## config.mk

```make
export PLATFORM = sky130hd
export DESIGN_NAME = uart_rx_fifo
export DESIGN_NICKNAME = d
export VERILOG_FILES = /design/src/rtl/uart_rx_fifo.sv
export SDC_FILE = /design/constraint.sdc
export NUM_CORES = 1
export LEC_CHECK = 0
export ABC_AREA = 1
export BUFFER_PORTS_ARGS = -buffer_cell sky130_fd_sc_hd__buf_2
export CORE_MARGIN = 2
export CORE_UTILIZATION = 45
export DETAILED_ROUTE_END_ITERATION = 8
export PLACE_DENSITY = 0.6
export SYNTH_ARGS = -nofsm -noshare
export SYNTH_HDL_FRONTEND = slang
export SYNTH_SLANG_ARGS = --single-unit
export TNS_END_PERCENT = 30
```

## constraint.sdc

```tcl
create_clock -name clk -period 3.4 [get_ports clk]
set_input_delay 1.02 -clock clk [delete_from_list [all_inputs] [get_ports clk]]
set_output_delay 1.02 -clock clk [all_outputs]
set_load 0.02 [all_outputs]
```

## src/rtl/uart_rx_fifo.sv

```systemverilog
// Receive FIFO between the UART deserializer and the keyboard-register read path.
// First-word-fall-through head, per-byte framing flag, sticky overflow and RTS/CTS hysteresis.
module uart_rx_fifo #(
    parameter int ADDR_W     = 4,
    parameter int HIGH_WATER = 12,
    parameter int LOW_WATER  = 4
) (
    input  logic              clk,
    input  logic              rst,
    input  logic              wr_valid,
    input  logic [7:0]        wr_data,
    input  logic              wr_ferr,
    input  logic              rd_en,
    output logic [7:0]        rd_data,
    output logic              rd_ferr,
    output logic              empty,
    output logic              full,
    output logic [ADDR_W:0]   count,
    output logic              overflow,
    input  logic              clr_ovf,
    output logic              uart_cts
);

    localparam int              DEPTH  = 2 ** ADDR_W;
    localparam logic [ADDR_W:0] DEPTH_C = (ADDR_W + 1)'(DEPTH);
    localparam logic [ADDR_W:0] HIGH_C  = (ADDR_W + 1)'(HIGH_WATER);
    localparam logic [ADDR_W:0] LOW_C   = (ADDR_W + 1)'(LOW_WATER);
    localparam logic [ADDR_W:0] ZERO_C  = {(ADDR_W + 1){1'b0}};
    localparam logic [ADDR_W:0] ONE_C   = {{ADDR_W{1'b0}}, 1'b1};
    localparam logic [ADDR_W-1:0] PTR_ONE_C = {{(ADDR_W - 1){1'b0}}, 1'b1};

    logic [8:0]        mem_r [DEPTH];
    logic [ADDR_W-1:0] wr_ptr_r;
    logic [ADDR_W-1:0] rd_ptr_r;
    logic [ADDR_W:0]   count_r;
    logic [ADDR_W:0]   count_nxt_s;
    logic              overflow_r;
    logic              ovf_nxt_s;
    logic              cts_r;
    logic              cts_nxt_s;
    logic              wr_acc_s;
    logic              rd_acc_s;
    logic              drop_s;

    // Accept/drop decisions and next-state for occupancy, overflow and CTS.
    always_comb begin
        rd_acc_s = rd_en && (count_r != ZERO_C);
        // A pop in the same cycle frees a slot, so a full buffer still takes the byte.
        wr_acc_s = wr_valid && ((count_r < DEPTH_C) || rd_acc_s);
        drop_s   = wr_valid && !wr_acc_s;

        case ({wr_acc_s, rd_acc_s})
            2'b10:   count_nxt_s = count_r + ONE_C;
            2'b01:   count_nxt_s = count_r - ONE_C;
            default: count_nxt_s = count_r;
        endcase

        if (count_nxt_s >= HIGH_C) begin
            cts_nxt_s = 1'b1;
        end else if (count_nxt_s <= LOW_C) begin
            cts_nxt_s = 1'b0;
        end else begin
            cts_nxt_s = cts_r;
        end

        if (drop_s) begin
            ovf_nxt_s = 1'b1;
        end else if (clr_ovf) begin
            ovf_nxt_s = 1'b0;
        end else begin
            ovf_nxt_s = overflow_r;
        end
    end

    // Storage array; contents are don't-care after reset.
    always_ff @(posedge clk) begin
        if (wr_acc_s) begin
            mem_r[wr_ptr_r] <= {wr_ferr, wr_data};
        end
    end

    // Pointers, occupancy, overflow flag and flow-control pin.
    always_ff @(posedge clk or negedge rst) begin
        if (!rst) begin
            wr_ptr_r   <= {ADDR_W{1'b0}};
            rd_ptr_r   <= {ADDR_W{1'b0}};
            count_r    <= ZERO_C;
            overflow_r <= 1'b0;
            cts_r      <= 1'b0;
        end else begin
            if (wr_acc_s) begin
                wr_ptr_r <= wr_ptr_r + PTR_ONE_C;
            end
            if (rd_acc_s) begin
                rd_ptr_r <= rd_ptr_r + PTR_ONE_C;
            end
            count_r    <= count_nxt_s;
            overflow_r <= ovf_nxt_s;
            cts_r      <= cts_nxt_s;
        end
    end

    // Head presentation and status decode from the count register.
    always_comb begin
        empty    = (count_r == ZERO_C);
        full     = (count_r == DEPTH_C);
        count    = count_r;
        overflow = overflow_r;
        uart_cts = cts_r;
        if (empty) begin
            rd_data = 8'h00;
            rd_ferr = 1'b0;
        end else begin
            rd_data = mem_r[rd_ptr_r][7:0];
            rd_ferr = mem_r[rd_ptr_r][8];
        end
    end

endmodule

```

* Word-level counts from Yosys, hierarchy flattened
Memories as Yosys holds them, arrays and structs flattened.
Cells that the tools add are included.
** Storage, ports and cells
- Output and inout port bits :: 18
- Memories kept :: 1
- Logic and storage cells :: 34
- Bits in registers :: 15
- Memory bits (writable) :: 144
** Memory list
- mem_r :: depth 16, width 9, read ports 1, clocked after Yosys merged registers in 0, write ports 1, RTL line 32 : logic [8:0] mem_r [DEPTH];
** Operators by class
- Reduce and logical (&&, ||, !) cells :: 9
- Order comparisons :: 3
- Equality and inequality tests :: 3
- Mux-type cells :: 9
- Add/subtract/negate cells :: 4
** Operators by type and width (count)
- 5-bit one-hot mux with 2 select lines :: 1
- 4-bit by 1-bit adder with 4-bit output, second input constant :: 2
- 8-bit 2-to-1 mux :: 1
- 1-bit 2-to-1 mux :: 7
- 5-bit by 1-bit adder with 5-bit output, second input constant :: 1
- 5-bit equality test, second input constant :: 1
- 5-bit by 4-bit >= comparator with 1-bit output, second input constant :: 1
- 5-bit by 3-bit less-or-equal comparator with 1-bit output, second input constant :: 1
- 5-bit zero test :: 1
- 5-bit less-than comparator, second input constant :: 1
- 5-bit nonzero test :: 1
- 5-bit by 1-bit subtractor with 5-bit output, second input constant :: 1
- 2-bit nonzero test :: 2
- 1-bit logical AND :: 3
- 2-bit by 1-bit equality test with 1-bit output, second input constant :: 1
- 2-bit equality test, second input constant :: 1
- 1-bit zero test :: 1
- 1-bit logical OR :: 1

* Depth between registers and ports, before layout
- Word-level depth :: 9
- Depth in mapped cells :: 16
- Depth with buffers taken out :: 16

* Worst setup path before layout
OpenSTA, ideal clock, no wires.
- Path kind :: input port to flip-flop
- From :: input wr_valid
- To :: register cts_r (netlist: uart_cts)
- Stages :: 12
- Arrival time :: 2.462 ns
- Buffers on the path :: 1
- Required time :: 3.278 ns
- Library setup time :: 0.122 ns
- Setup slack :: 0.816 ns
- Cell sequence :: inv_2 a21oi_2 inv_1 ha_1 buf_6 o21ai_0 inv_1 or2_0 nand3_1 nand3_1 nand2_1 nand3_2
** On the way
- Cells in the longest elaborated chain, start to end :: 5
** RTL lines
- from (decl) :: RTL line 10 : input logic wr_valid,
- 1-bit logical AND (*) :: RTL line 49 : wr_acc_s = wr_valid && ((count_r < DEPTH_C) || rd_acc_s);
- 2-bit by 1-bit equality test with 1-bit output or 2-bit equality test (tied branches) :: RTL line 52 : case ({wr_acc_s, rd_acc_s})
- 5-bit one-hot mux with 2 select lines (*) :: RTL line 52
- net count_nxt_s[1] :: RTL line 36 : logic [ADDR_W:0] count_nxt_s;
- 5-bit by 4-bit >= comparator with 1-bit output or 5-bit by 3-bit less-or-equal comparator with 1-bit output (tied branches) :: RTL line 58, 60
- 1-bit 2-to-1 mux or 2-bit nonzero test (tied branches)
- to (signal assigned) :: RTL line 99 : cts_r <= cts_nxt_s;
- to (decl) :: RTL line 39 : logic cts_r;
Mark *: on every way through the listed nets, which the timed path passes. The rest lies on a longest branch.
A chain may end at the register's enable or synchronous reset.

* Worst setup path in the final report
- From :: register rd_ptr_r[0]
- To :: output rd_ferr
** On the way
- Cells in the longest elaborated chain, start to end :: 2
** RTL lines
- from (decl) :: RTL line 34 : logic [ADDR_W-1:0] rd_ptr_r;
- from (signal assigned) :: RTL line 86 : rd_ptr_r <= {ADDR_W{1'b0}};
- from (signal assigned) :: RTL line 95 : rd_ptr_r <= rd_ptr_r + PTR_ONE_C;
- memory 16 x 9 bit
- 1-bit 2-to-1 mux :: RTL line 110 : if (empty) begin
- to (decl) :: RTL line 15 : output logic rd_ferr,
Every way passes these cells.

==> flow_metrics.env <==
export IMPL_drt_antenna_violating_nets=0
export IMPL_number_of_search_and_repair_iterations_in_the_first_detailed_routing_pass=5
export IMPL_root_buffer="sky130_fd_sc_hd__clkbuf_16"
export IMPL_worst_setup_path_start_kind="register"
export IMPL_via_density_per_instance=5.58
export IMPL_worst_clock_skew_ns=0.00601
export IMPL_layout_cells_most_common_list="144 x sky130_fd_sc_hd__edfxtp_1, 95 x sky130_fd_sc_hd__nor2_1, 68 x sky130_fd_sc_hd__o21ai_0, 32 x sky130_fd_sc_hd__nand2_1, 31 x sky130_fd_sc_hd__buf_2"
export IMPL_finalPower_mw=6.73
export IMPL_cap_violations=0
export IMPL_antennaDiodeCount=0
export IMPL_post_place_ws_ns=0.523
export IMPL_die_height_microns=125
export IMPL_dpl_instance_area_sq_mm=0.00708
export IMPL_cells_taking_the_most_area_after_synthesis="sky130_fd_sc_hd__edfxtp_1 66%, sky130_fd_sc_hd__dfrtp_1 5.7%, sky130_fd_sc_hd__nor2_1 5.4%, sky130_fd_sc_hd__o21ai_0 5.2%, sky130_fd_sc_hd__o221ai_1 4.0%"
export IMPL_crit_path_max_fanout=36
export IMPL_drt_iter0_drc=440
export IMPL_power_static_leakage_nw=2.69
export IMPL_ioPinCount=32
export IMPL_layout_cell_area_non_filler_sq_mm=0.00762
export IMPL_core_sq_mm=0.0144
export IMPL_worstHoldPathCells=2
export IMPL_tritoncts="done"
export IMPL_path_clk_slew_ns=0.06
export IMPL_crit_path_end_kind="primary output"
export IMPL_fp_dieW_microns=125
export IMPL_detailed_place_hpwl_mm=9.95
export IMPL_mappedNetlistArea_sq_mm=0.00658
export IMPL_ys_ff_latch=159
export IMPL_setup_tns_final_ns=0
export IMPL_final_hold_violation_count=0
export IMPL_final_instance_count_excl_fill=768
export IMPL_fin_util_pct=52.8
export IMPL_grt_start_max_net_pins=39
export IMPL_post_place_cells=737
export IMPL_synth_top_cell_by_area="sky130_fd_sc_hd__edfxtp_1"
export IMPL_worst_skew_pair_late_latency_ns=0.42
export IMPL_setup_slack_ns=0.137
export IMPL_grt_pass1_vias=4263
export IMPL_drive_gt1_share_pct=18.0
export IMPL_synth_yosys_seq_area_share_pct=71.4
export IMPL_route_detailed_wl_per_inst_microns=20.1
export IMPL_grt_setup_unrepaired="no"
export IMPL_gp_congestion=0.807
export IMPL_cts_post_setup_buffers_inserted=0
export IMPL_global_route_usage_total_pct=20.9
export IMPL_synth_warnings=0
export IMPL_yosysTopAreaCellShare_pct=65.7
export IMPL_postSynthCellCount=520
export IMPL_antenna_found_initial=0
export IMPL_finalCritPeriodShare_pct=96.0
export IMPL_timing_final_max_slew_violations=0
export IMPL_outcome="complete, no violations"
export IMPL_final_common_cell="sky130_fd_sc_hd__edfxtp_1"
export IMPL_design_die_area_sq_mm=0.0156
export IMPL_fmax_ghz=0.306
export IMPL_period_minus_slack_ns=3.26
export IMPL_worstSetupEndpoint="rd_ferr"
export IMPL_timing_reg2reg_worst_path_depth=12
export IMPL_detail_route_wirelength_mm=15.5
export IMPL_critPathKind="reg -> out"
export IMPL_detailroute_via_count=4288
export IMPL_finalNetCount=593
export IMPL_critical_path_required_ns=2.38
export IMPL_finalSetupViolCount=0
export IMPL_synth_net_count=541
export IMPL_portBuffers=31
export IMPL_cts_hold_repair_buffers=0
export IMPL_syn_avg_cell_area_sq_um=12.7
export IMPL_n_fill_cell=1263
export IMPL_grt_remaining_overflow=0
export IMPL_max_clock_path_buffers=2
export IMPL_crit_reg2reg_launch="count[3]"
export IMPL_worst_r2r_setup_slack_ns=1.04
export IMPL_wire_length_of_the_first_global_routing_pass_mm=24.6
export IMPL_rows=44
export IMPL_hold_slack_ns=0.493
export IMPL_ys_types=31
export IMPL_post_cts_resized_instances=0
export IMPL_worst_ep_arrival_time_ns=2.24
export IMPL_reg_to_reg_critical_path_endpoint="uart_cts"
export IMPL_initial_utilization_pct=45.6
export IMPL_hold_path_class="reg -> reg"
export IMPL_critPathLaunch="rd_ptr_r[0]"
export IMPL_htree_num_levels=4
export IMPL_worst_slew_pin_transition_ns=0.526
export IMPL_worst_ir_drop_on_vdd_mv=0.424
export IMPL_drcViolationCount=0
export IMPL_relative_max_transition_margin_pct=64.9
export IMPL_power_density_cell_area_mw_per_mm2=882
export IMPL_cts_made_buffers=17
export IMPL_cts_sink_count=159
export IMPL_area_growth_pct=15.8
-- flip-flops by register name (all words and copies together), names as in the netlist --
| register | count |
|---|---|
| count | 5 |
| mem_r | 144 |
| overflow | 1 |
| rd_ptr_r | 4 |
| uart_cts | 1 |
| wr_ptr_r | 4 |
-- critical path, cell delays in order, from the launching register on --
cell	delay, ns
sky130_fd_sc_hd__dfrtp_2	0.42
sky130_fd_sc_hd__clkinv_2	0.21
sky130_fd_sc_hd__buf_12	0.23
sky130_fd_sc_hd__o21ai_0	0.10
sky130_fd_sc_hd__o221ai_1	0.22
sky130_fd_sc_hd__nand3_1	0.16
sky130_fd_sc_hd__a21oi_1	0.25
sky130_fd_sc_hd__buf_2	0.21
-- cells in the mapped netlist, drive strengths merged --
cell / instances
nand2: 38
clkinv: 2
o22ai: 6
nor2: 97
edfxtp: 144
buf: 11
o21ai: 79
nand4: 5
nand3: 25
xor2: 7
a21oi: 11
ha: 7
inv: 21
o221ai: 30
a21boi: 1
xnor2: 1
clkbuf: 16
or2: 1
o32ai: 1
dfrtp: 15
nand3b: 2
-- cells by family (layout without fill, tap and decap cells) --
logic type / after synthesis / in the layout / share of synthesized area (%)
buf+inv: 50 / 114 / 3.19
simple gates: 168 / 168 / 11.3
xor+xnor: 8 / 8 / 1.06
flops: 159 / 159 / 71.4
fa+ha+maj: 7 / 7 / 1.33
compound gates: 128 / 128 / 11.7
-- metal layers --
metal | GRT usage (%) | wire length [microns] | vias up
met4 | 7.52 | 256 | 0
met1 | 28.4 | 6930 | 2135
met2 | 33.7 | 7610 | 111
met3 | 4.49 | 657 | 22
met5 | 0 | 0 | -
li1 | - | - | 2020
-- where the power goes --
| part | internal [mW] | total [mW] | switching, mW |
|---|---|---|---|
| sequential | 2.38 | 2.53 | 0.159 |
| combinational | 0.787 | 2.42 | 1.64 |
| clock | 1.06 | 1.77 | 0.705 |
-- worst min-delay path by stage --
stage / startpoint / endpoint / slack, ns
after global routing: rst / rd_ptr_r[2] / 0.53
after floorplan: wr_ptr_r[0] / wr_ptr_r[0] / 0.51
final: uart_cts / uart_cts / 0.49
after global placement: uart_cts / uart_cts / 0.47
after detailed placement: uart_cts / uart_cts / 0.48
after CTS: uart_cts / uart_cts / 0.50
-- layout make-up --
class	count	area, sq um	share of cell area [%]
flip-flops and latches	159	4700	61.7
multi-input cells	311	1670	21.9
clock buffers	22	444	5.83
repair buffers	60	385	5.06
well taps	184	230	3.02
clock inverters	9	93.8	1.23
inverters	23	93.8	1.23
(Power assumes the default switching activity.)
